[src/rtl/reg_dump_tx_pkg.sv]
// Shared definitions for the register-dump transmitter: datapath widths,
// UART framing constants, the dump FSM state type and a frame builder.
package reg_dump_tx_pkg;

    // Register-file geometry (16-bit data, 8 registers addressed by 3 bits).
    localparam int DATA_W = 16;
    localparam int REG_W  = 3;

    // UART 8N1: start bit, 8 data bits, stop bit.
    localparam int         UART_FRAME_BITS    = 10;
    localparam logic [7:0] REG_DUMP_SYNC_BYTE = 8'hA5;

    // Dump sequencer states.
    typedef enum logic [2:0] {
        ST_IDLE,
        ST_SYNC,
        ST_LOAD,
        ST_SEND_HI,
        ST_SEND_LO,
        ST_NEXT,
        ST_FIN
    } dump_state_t;

    // Build a frame in transmit order: bit 0 goes on the line first.
    function automatic logic [UART_FRAME_BITS-1:0] uart_frame(input logic [7:0] data);
        return {1'b1, data, 1'b0};
    endfunction

endpackage

[src/rtl/reg_dump_tx_uart_tx_byte.sv]
// uart_tx_byte: single-frame UART 8N1 transmitter.
// A byte is accepted with LOAD while READY=1. READY also rises in the last
// cycle of the stop bit, so a LOAD there starts the next frame with no gap.
module uart_tx_byte
    import reg_dump_tx_pkg::*;
#(
    parameter int CLK_DIV = 434
) (
    input  logic       CLK,
    input  logic       RST_N,
    input  logic       LOAD,
    input  logic [7:0] DATA,
    output logic       TXD,
    output logic       READY
);

    localparam int BAUD_W = (CLK_DIV > 1) ? $clog2(CLK_DIV) : 1;
    localparam logic [BAUD_W-1:0] BAUD_LAST = BAUD_W'(CLK_DIV - 1);
    localparam logic [3:0]        BIT_LAST  = 4'(UART_FRAME_BITS - 1);

    logic                       active;
    logic [BAUD_W-1:0]          baud_cnt;
    logic [3:0]                 bit_cnt;
    logic [UART_FRAME_BITS-1:0] shreg;
    logic                       txd_q;
    logic [UART_FRAME_BITS-1:0] frame;

    assign frame = uart_frame(DATA);
    assign READY = !active || ((bit_cnt == BIT_LAST) && (baud_cnt == BAUD_LAST));
    assign TXD   = txd_q;

    // Baud/bit counters and shift register; counters only move while a frame is active.
    // NOTE: sequential state uses non-blocking (<=) so every flop samples pre-edge values.
    always_ff @(posedge CLK) begin
        // NOTE: reset is synchronous; it is just the highest-priority branch under the clock edge.
        if (!RST_N) begin
            active   <= 1'b0;
            baud_cnt <= '0;
            bit_cnt  <= '0;
            shreg    <= '1;
            txd_q    <= 1'b1;
        end else if (LOAD && READY) begin
            active   <= 1'b1;
            baud_cnt <= '0;
            bit_cnt  <= '0;
            shreg    <= frame;
            txd_q    <= frame[0];
        end else if (active) begin
            if (baud_cnt == BAUD_LAST) begin
                baud_cnt <= '0;
                if (bit_cnt == BIT_LAST) begin
                    active  <= 1'b0;
                    bit_cnt <= '0;
                end else begin
                    bit_cnt <= bit_cnt + 4'd1;
                    shreg   <= {1'b1, shreg[UART_FRAME_BITS-1:1]};
                    txd_q   <= shreg[1];
                end
            end else begin
                baud_cnt <= baud_cnt + 1'b1;
            end
        end
    end

endmodule

[src/rtl/reg_dump_tx.sv]
// reg_dump_tx: on START, reads registers 0..NUM_REGS-1 through the register
// file's third read port and streams each as two UART frames (high byte first).
// Build option: define REG_DUMP_SYNC_EN to prefix the dump with one 0xA5 frame.
module reg_dump_tx
    import reg_dump_tx_pkg::*;
#(
    parameter int CLK_DIV  = 434,
    parameter int NUM_REGS = 8
) (
    input  logic              CLK,
    input  logic              RST_N,
    input  logic              START,
    output logic [REG_W-1:0]  RD_REG,
    input  logic [DATA_W-1:0] RD_DATA,
    output logic              TXD,
    output logic              BUSY,
    output logic              DONE
);

    localparam logic [REG_W-1:0] LAST_REG = REG_W'(NUM_REGS - 1);

    dump_state_t       state;
    dump_state_t       state_nxt;
    logic [REG_W-1:0]  rd_reg;
    logic [DATA_W-1:0] shadow;
    logic              busy;
    logic              tx_load;
    logic [7:0]        tx_data;
    logic              tx_ready;
    logic              done;

    uart_tx_byte #(
        .CLK_DIV (CLK_DIV)
    ) u_tx (
        .CLK   (CLK),
        .RST_N (RST_N),
        .LOAD  (tx_load),
        .DATA  (tx_data),
        .TXD   (TXD),
        .READY (tx_ready)
    );

    assign RD_REG = rd_reg;
    assign BUSY   = busy;
    assign DONE   = done;

    // State register.
    always_ff @(posedge CLK) begin
        if (!RST_N) begin
            state <= ST_IDLE;
        end else begin
            state <= state_nxt;
        end
    end

    // Register index, snapshot of the register being sent, and the BUSY flag.
    always_ff @(posedge CLK) begin
        if (!RST_N) begin
            rd_reg <= '0;
            shadow <= '0;
            busy   <= 1'b0;
        end else begin
            case (state)
                ST_IDLE: begin
                    if (START) begin
                        rd_reg <= '0;
                        busy   <= 1'b1;
                    end
                end
                ST_LOAD: shadow <= RD_DATA;
                ST_NEXT: begin
                    if (rd_reg != LAST_REG) begin
                        rd_reg <= rd_reg + 1'b1;
                    end
                end
                ST_FIN: begin
                    busy   <= 1'b0;
                    rd_reg <= '0;
                end
                default: ;
            endcase
        end
    end

    // Next-state logic. LOAD and NEXT run while the previous low byte is still
    // on the line, so the following high byte is ready when the stop bit ends.
    always_comb begin
        // NOTE: default assignment first so no path leaves state_nxt unassigned (no latch).
        state_nxt = state;
        case (state)
            ST_IDLE: begin
                if (START) begin
`ifdef REG_DUMP_SYNC_EN
                    state_nxt = ST_SYNC;
`else
                    state_nxt = ST_LOAD;
`endif
                end
            end
            // The transmitter is always idle in IDLE, so the sync byte is taken at once.
            ST_SYNC: state_nxt = ST_LOAD;
            // When the line is already free (first register, no sync frame) the high
            // byte goes straight from RD_DATA and SEND_HI has nothing left to wait for.
            ST_LOAD: state_nxt = tx_ready ? ST_SEND_LO : ST_SEND_HI;
            ST_SEND_HI: begin
                if (tx_ready) state_nxt = ST_SEND_LO;
            end
            ST_SEND_LO: begin
                if (tx_ready) state_nxt = ST_NEXT;
            end
            ST_NEXT: begin
                if (rd_reg != LAST_REG) begin
                    state_nxt = ST_LOAD;
                end else if (tx_ready) begin
                    state_nxt = ST_FIN;
                end
            end
            ST_FIN:  state_nxt = ST_IDLE;
            default: state_nxt = ST_IDLE;
        endcase
    end

    // Output decode: transmitter hand-off and the DONE pulse.
    always_comb begin
        tx_load = 1'b0;
        tx_data = shadow[15:8];
        done    = 1'b0;
        case (state)
            ST_SYNC: begin
                tx_load = 1'b1;
                tx_data = REG_DUMP_SYNC_BYTE;
            end
            ST_LOAD: begin
                tx_load = tx_ready;
                tx_data = RD_DATA[15:8];
            end
            ST_SEND_HI: begin
                tx_load = tx_ready;
                tx_data = shadow[15:8];
            end
            ST_SEND_LO: begin
                tx_load = tx_ready;
                tx_data = shadow[7:0];
            end
            ST_FIN:  done = 1'b1;
            default: ;
        endcase
    end

endmodule

[config.mk]
export PLATFORM = sky130hd
export DESIGN_NAME = reg_dump_tx
export DESIGN_NICKNAME = d
export VERILOG_FILES = /design/src/rtl/reg_dump_tx_pkg.sv /design/src/rtl/reg_dump_tx_uart_tx_byte.sv /design/src/rtl/reg_dump_tx.sv
export SDC_FILE = /design/constraint.sdc
export NUM_CORES = 1
export LEC_CHECK = 0
export BUFFER_PORTS_ARGS = -buffer_cell sky130_fd_sc_hd__buf_2
export CAP_MARGIN = 0
export CORE_UTILIZATION = 52
export DETAILED_ROUTE_END_ITERATION = 7
export GPL_TIMING_DRIVEN = 0
export HOLD_SLACK_MARGIN = 0.02
export PLACE_DENSITY = 0.87
export SYNTH_ARGS = -nofsm -noshare
export SYNTH_HDL_FRONTEND = slang
export SYNTH_SLANG_ARGS = --single-unit
[constraint.sdc]
create_clock -name CLK -period 1.65 [get_ports CLK]
set_input_delay 0.0825 -clock CLK [delete_from_list [all_inputs] [get_ports CLK]]
set_output_delay 0.0825 -clock CLK [all_outputs]
set_load 0.005 [all_outputs]
# [Word level (Yosys, flattened, before mapping)]
# Cells that the tools add are included.
# Widths: inputs -> output; s select.
[totals] wordCells=73 inputBits=19 reg_bits=47
[op_classes] n_addsub=3 bitwise=1 eq_ne=15 n_reduce_logical=16 n_mux=29
[op_table] op="$mux 9" count=5
[op_table] op="$mux 3" count=8
[op_table] op="$pmux 8 s3" count=1
[op_table] op="$pmux 3 s6" count=1
[op_table] op="$mux 1" count=10
[op_table] op="$add 9x1->9 const B" count=1
[op_table] op="$eq 3x3->1 const B" count=3
[op_table] op="$eq 9x9->1 const B" count=1
[op_table] op="$pmux 3 s3" count=1
[op_table] op="$ne 2x2->1 const B" count=4
[op_table] op="$eq 3x2->1 const B" count=2
[op_table] op="$ne 3x3->1 const B" count=2
[op_table] op="$reduce_and 3->1" count=2
[op_table] op="$reduce_bool 2->1" count=3
[op_table] op="$add 4x1->4 const B" count=1
[op_table] op="$eq 4x4->1 const B" count=1
[op_table] op="$mux 4" count=1
[op_table] op="$pmux 1 s2" count=2
[op_table] op="$reduce_and 2->1" count=2
[op_table] op="$reduce_and 4->1" count=1
[op_table] op="$add 3x1->3 const B" count=1
[op_table] op="$eq 3x1->1 const B" count=1
[op_table] op="$logic_not 3->1" count=1
[op_table] op="$reduce_bool 3->1" count=1
[op_table] op="7 further kinds" count=8

# [Logic depth before layout (Yosys ltp)]
[depth] ltp_word=7 mapped_depth=7 ltp_nobuf=6

# [Cells and area by module]
# From an unflattened synthesis, not the netlist that was laid out.
[unflattened] hier_cells=287 area_unflattened_um2=2493.6
[modules_own_cells] mod="reg_dump_tx" cells_each=152 seq_area_each_um2=460.4 instances=1 area_each_um2=1288.7
[modules_own_cells] mod="uart_tx_byte" cells_each=135 seq_area_each_um2=460.4 instances=1 area_each_um2=1204.9

# [Worst setup path after synthesis]
# OpenSTA, ideal clock, no wires.
[synth_timing] path_type="register to register" start="register u_tx.baud_cnt[1]" end="register u_tx.shreg[1]" arrival_ns=1.544 n_path_buf=0 period_less_slack_ns=1.666 path_stages_with_launch=7 required_time_ns=1.528 slack_ns=-0.016 path_cell_list="dfxtp_1 inv_1 ha_1 and4b_1 a31oi_1 nor2_4 a221o_1"
[synth_between] elab_chain_len=7 word_cells_on_any_way=10 classes_between="eq/ne (2); mux (2); reduce/logical (6)"
[synth_lines] element="start: declaration" line_no="reg_dump_tx_uart_tx_byte.sv:22" text="logic [BAUD_W-1:0] baud_cnt;"
[synth_lines] element="start signal: assignment" line_no="reg_dump_tx_uart_tx_byte.sv:60" text="baud_cnt <= baud_cnt + 1'b1;"
[synth_lines] element="$eq 9x9->1 (*)" line_no="reg_dump_tx_uart_tx_byte.sv:29, reg_dump_tx_uart_tx_byte.sv:49"
[synth_lines] element="$logic_and 1x1->1" line_no="reg_dump_tx_uart_tx_byte.sv:29" text="assign READY = !active || ((bit_cnt == BIT_LAST) && (baud_cnt == BAUD_LAST));"
[synth_lines] element="$logic_or 1x1->1" line_no="reg_dump_tx_uart_tx_byte.sv:29"
[synth_lines] element="$pmux 1 s2" line_no="reg_dump_tx.sv:128" text="case (state)"
[synth_lines] element="$logic_and 1x1->1" line_no="reg_dump_tx_uart_tx_byte.sv:42" text="end else if (LOAD && READY) begin"
[synth_lines] element="$ne 2x1->1 (no line) / $reduce_bool 2->1 (equally long branches)"
[synth_lines] element="$reduce_and 3->1 (no line)"
[synth_lines] element="end signal: assignment" line_no="reg_dump_tx_uart_tx_byte.sv:46" text="shreg <= frame;"
[synth_lines] element="end signal: assignment" line_no="reg_dump_tx_uart_tx_byte.sv:56" text="shreg <= {1'b1, shreg[UART_FRAME_BITS-1:1]};"
[synth_lines] element="end: declaration" line_no="reg_dump_tx_uart_tx_byte.sv:24" text="logic [UART_FRAME_BITS-1:0] shreg;"
# Mark *: on every way between the ends. The rest lies on a longest branch, timed or not.
# A chain may end at the register's enable or synchronous reset.

# [Worst setup path after layout]
[layout_timing] start="register u_tx.baud_cnt[1]" end="register u_tx.shreg[4]"
# Same word-level chain as after synthesis.

==> summary.md <==
| Metric | Value |
|---|---|
| Status | finished, final reports clean |
| Share of flip-flops with an asynchronous set or reset | 0% |
| Worst-path cell with the longest stage delay | o31ai_4 |
| Yosys warnings | 0 |
| Layout cells sized above 1 | 23.3% |
| Register area share after synthesis | 39.0% |
| Final core occ | 65.9% |
| Count of mapped cells out of synthesis | 279 |
| Setup skew after layout | 0.0107 ns |
| Transition time at the pin with the least slew margin | 0.574 ns |
| List of most frequent post-synthesis cells | dfxtp_1, nand2_1, a21oi_1, nor2_1, clkbuf_1 |
| Power consumption | 3.91 mW |
| Final cell count without fillers | 374 |
| Detailed-placement wirelength estimate | 3.79 mm |
| CTS max path bufs | 2 |
| Die span in x | 69.4 um |
| Flops & latches, synth | 46 |
| Placed cell count | 354 |
| DR vias/cell | 6.08 |
| Overall die area | 4810 um^2 |
| Max stage delay on crit path | 0.38 ns |
| CP startpoint kind | flop |
| Required time reported for the critical path endpoint | 1.84 ns |
| Antenna diodes | 0 |
| Cell depth of the worst min-delay path | 3 |
| Detailed-route via count | 2275 |
| Post-synth EDFFs | 0 |
| Row count | 24 |
| Synth Cell Area | 2360 um^2 |
| Antenna viol nets, final | 0 |
| First-pass iteration count of the detailed router | 5 |
| Count of pins over their slew limit | 0 |
| Remaining design rule violation count | 0 |
| Final Cell Area | 2870 um^2 |
| Instance area after placement | 2550 um^2 |
| Most frequently used cell type in the post-synthesis netlist | dfxtp_1 |
| Number of antenna violations at the first check in global routing | 0 |
| TritonCTS clock tree | yes |
| Critical path, cell by cell | inv_2 -> ha_4 -> nand4b_4 -> o31ai_4 -> a21oi_4 -> a221o_1 |
| Final hold violations | 0 |
| Area contributors post-synth | dfxtp_1, nand2_1, a21oi_1, nor2_1, a221o_1 |
| Count of cell types in the netlist | 65 |
| Setup repair after global routing missed its margin | yes |
| Starting Density | 54.2% |
| Start-to-end type of the worst setup path | reg -> reg |
| Worst VDD drop | 0.730 mV |
| Kind of end point of the critical path | flop |
| Kind of path behind the tightest hold check | in -> reg |
| CTS root buffer | clkbuf_8 |
| Final cycle utilization of the critical path | 99.0% |
| Chip height | 69.4 um |
| Setup WS post-layout | 0.0162 ns |
| Setup-failing EPs final | 0 |
| Average detailed-routed wire length per instance | 16.3 um |
| Mean instance size in the synthesized netlist | 8.46 um^2 |
| Number of nets in the layout | 345 |
| Number of buffers created by CTS | 5 |
| Yosys top cell area share | 39.0% |
| Max-cap viol count | 0 |
| Routability congestion estimate from global placement | 0.917 |
| Post-synthesis to final-layout area growth | 21.6% |
| Number of nets produced by synthesis | 302 |
| Clock sinks | 46 |
| Maximum number of pins on one net before global-route repair | 17 |
| Total gr overflow | 0 |
| Highest Clock Rate | 0.612 GHz |
| Clock Latency Late Sink | 0.30 ns |
| Power density relative to cell area | 1360 nW/um^2 |
| Post-detailed-routing wire length | 6.11 mm |
| Tot GR Track Use | 25.6% |
| Wire length of the first global-routing pass | 10.0 mm |
| Number of global-route vias before repair | 2161 |
| Worst slew margin relative to its limit | 61.8% |
| Largest area contributor in the netlist | dfxtp_1 |
| Summed negative setup slack over all endpoints | 0 ns |
| First-iteration detailed-routing DRC count | 207 |
| Number of H-tree levels | 2 |
| # fillers | 307 |
| LEAKAGE | 1.09 nW |
| Signal arrival time at the worst endpoint | 1.83 ns |
| Final hold slack | 0.0266 ns |
| Worst r2r path cells | 6 |
| Count of port buffers added during placement | 23 |
| Post-layout minimum cycle time | 1.63 ns |
| Largest fanout on the critical path | 6 |
| Pre-CTS worst setup slack | -0.165 ns |
| Setup slack of the most critical reg-to-reg path | 0.02 ns |
| Most used flip-flop cell after synthesis | dfxtp_1 |
| Boundary pin count | 25 |
| Core Footprint | 4350 um^2 |
| Post-CTS clock slew at the launch and capture registers of the worst setup and hold paths | 0.08 ns |
==> repair_timing <==
| action | in CTS | in global routing |
|---|---|---|
| hold buffers | 5 | 0 |
| buffers inserted | 6 | 1 |
| hold endpoints to repair | 5 | 0 |
| pin swaps | 7 | 10 |
| setup endpoints to repair | 35 | 36 |
| gates cloned | 2 | 1 |
| gates resized for setup | 17 | 22 |
==> metal layers <==
layer / share of wire (%) / wire length, um / GRT usage, %
met1: 41 / 2530 / 32.2
met2: 50 / 3070 / 43.7
met3: 6.5 / 398 / 4.65
met4: 1.9 / 117 / 9.07
met5: 0 / 0 / 0
==> state kept, by name, indices dropped and copies added (netlist names) <==
| name | flops |
|---|---|
| u_tx.bit_cnt | 4 |
| u_tx.active | 1 |
| BUSY | 1 |
| RD_REG | 3 |
| state | 3 |
| shadow | 16 |
| u_tx.shreg | 9 |
| u_tx.baud_cnt | 9 |
==> placed cells by master, fill, tap and decap left out, types with 4 or more instances in the layout <==
cell,count
a211oi_1,4
a21o_1,6
a21oi_1,27
a221o_1,7
buf_2,25
buf_4,8
clkbuf_1,5
clkbuf_4,4
clkbuf_8,5
dfxtp_1,42
dlygate4sd3_1,5
inv_1,5
nand2_1,42
nand3_1,5
nor2_1,28
o21ai_0,5
o21ai_1,4
xnor2_1,5
xor2_1,5
==> cell type report <==
class                      instances  area (um^2)  area share, %
buffer                            14         90.1           3.14
clock buffer                       7         76.3           2.66
inverter                           7         26.3          0.916
multi-input combinational        212         1460           50.9
sequential                        46          928           32.4
tap                               52         65.1           2.27
timing repair buffer              36          223           7.76
==> report_power, final <==
group          leakage, nW  internal (mW)  switching, mW
clock               0.0383          0.292          0.363
combinational        0.670          0.713           1.03
sequential           0.378           1.35          0.163
==> worst max-delay path: cells and delay by family, from the launching register on <==
kind,cells,cell delay [ns]
AO/OA/AOI/OAI,3,0.86
flip-flops,1,0.33
AND/OR/NAND/NOR,1,0.15
adder cells (fa/ha/maj),1,0.14
buffers and inverters,1,0.06
==> final timing paths <==
check / from / end
max reg2reg: u_tx.baud_cnt[1] / u_tx.shreg[4]
max: u_tx.baud_cnt[1] / u_tx.shreg[4]
min: RD_DATA[12] / shadow[12]
min reg2reg: shadow[2] / shadow[2]
==> kinds of logic after synthesis <==
| logic type | count (synthesis) | share of synthesized area, % |
|---|---|---|
| buffers and inverters | 23 | 4.08 |
| adder cells (fa/ha/maj) | 4 | 2.12 |
| AO/OA/AOI/OAI | 89 | 26.7 |
| flip-flops | 46 | 39.0 |
| AND/OR/NAND/NOR | 105 | 23.5 |
| multiplexers | 2 | 0.848 |
| XOR/XNOR | 10 | 3.71 |
(Power assumes the default switching activity.)
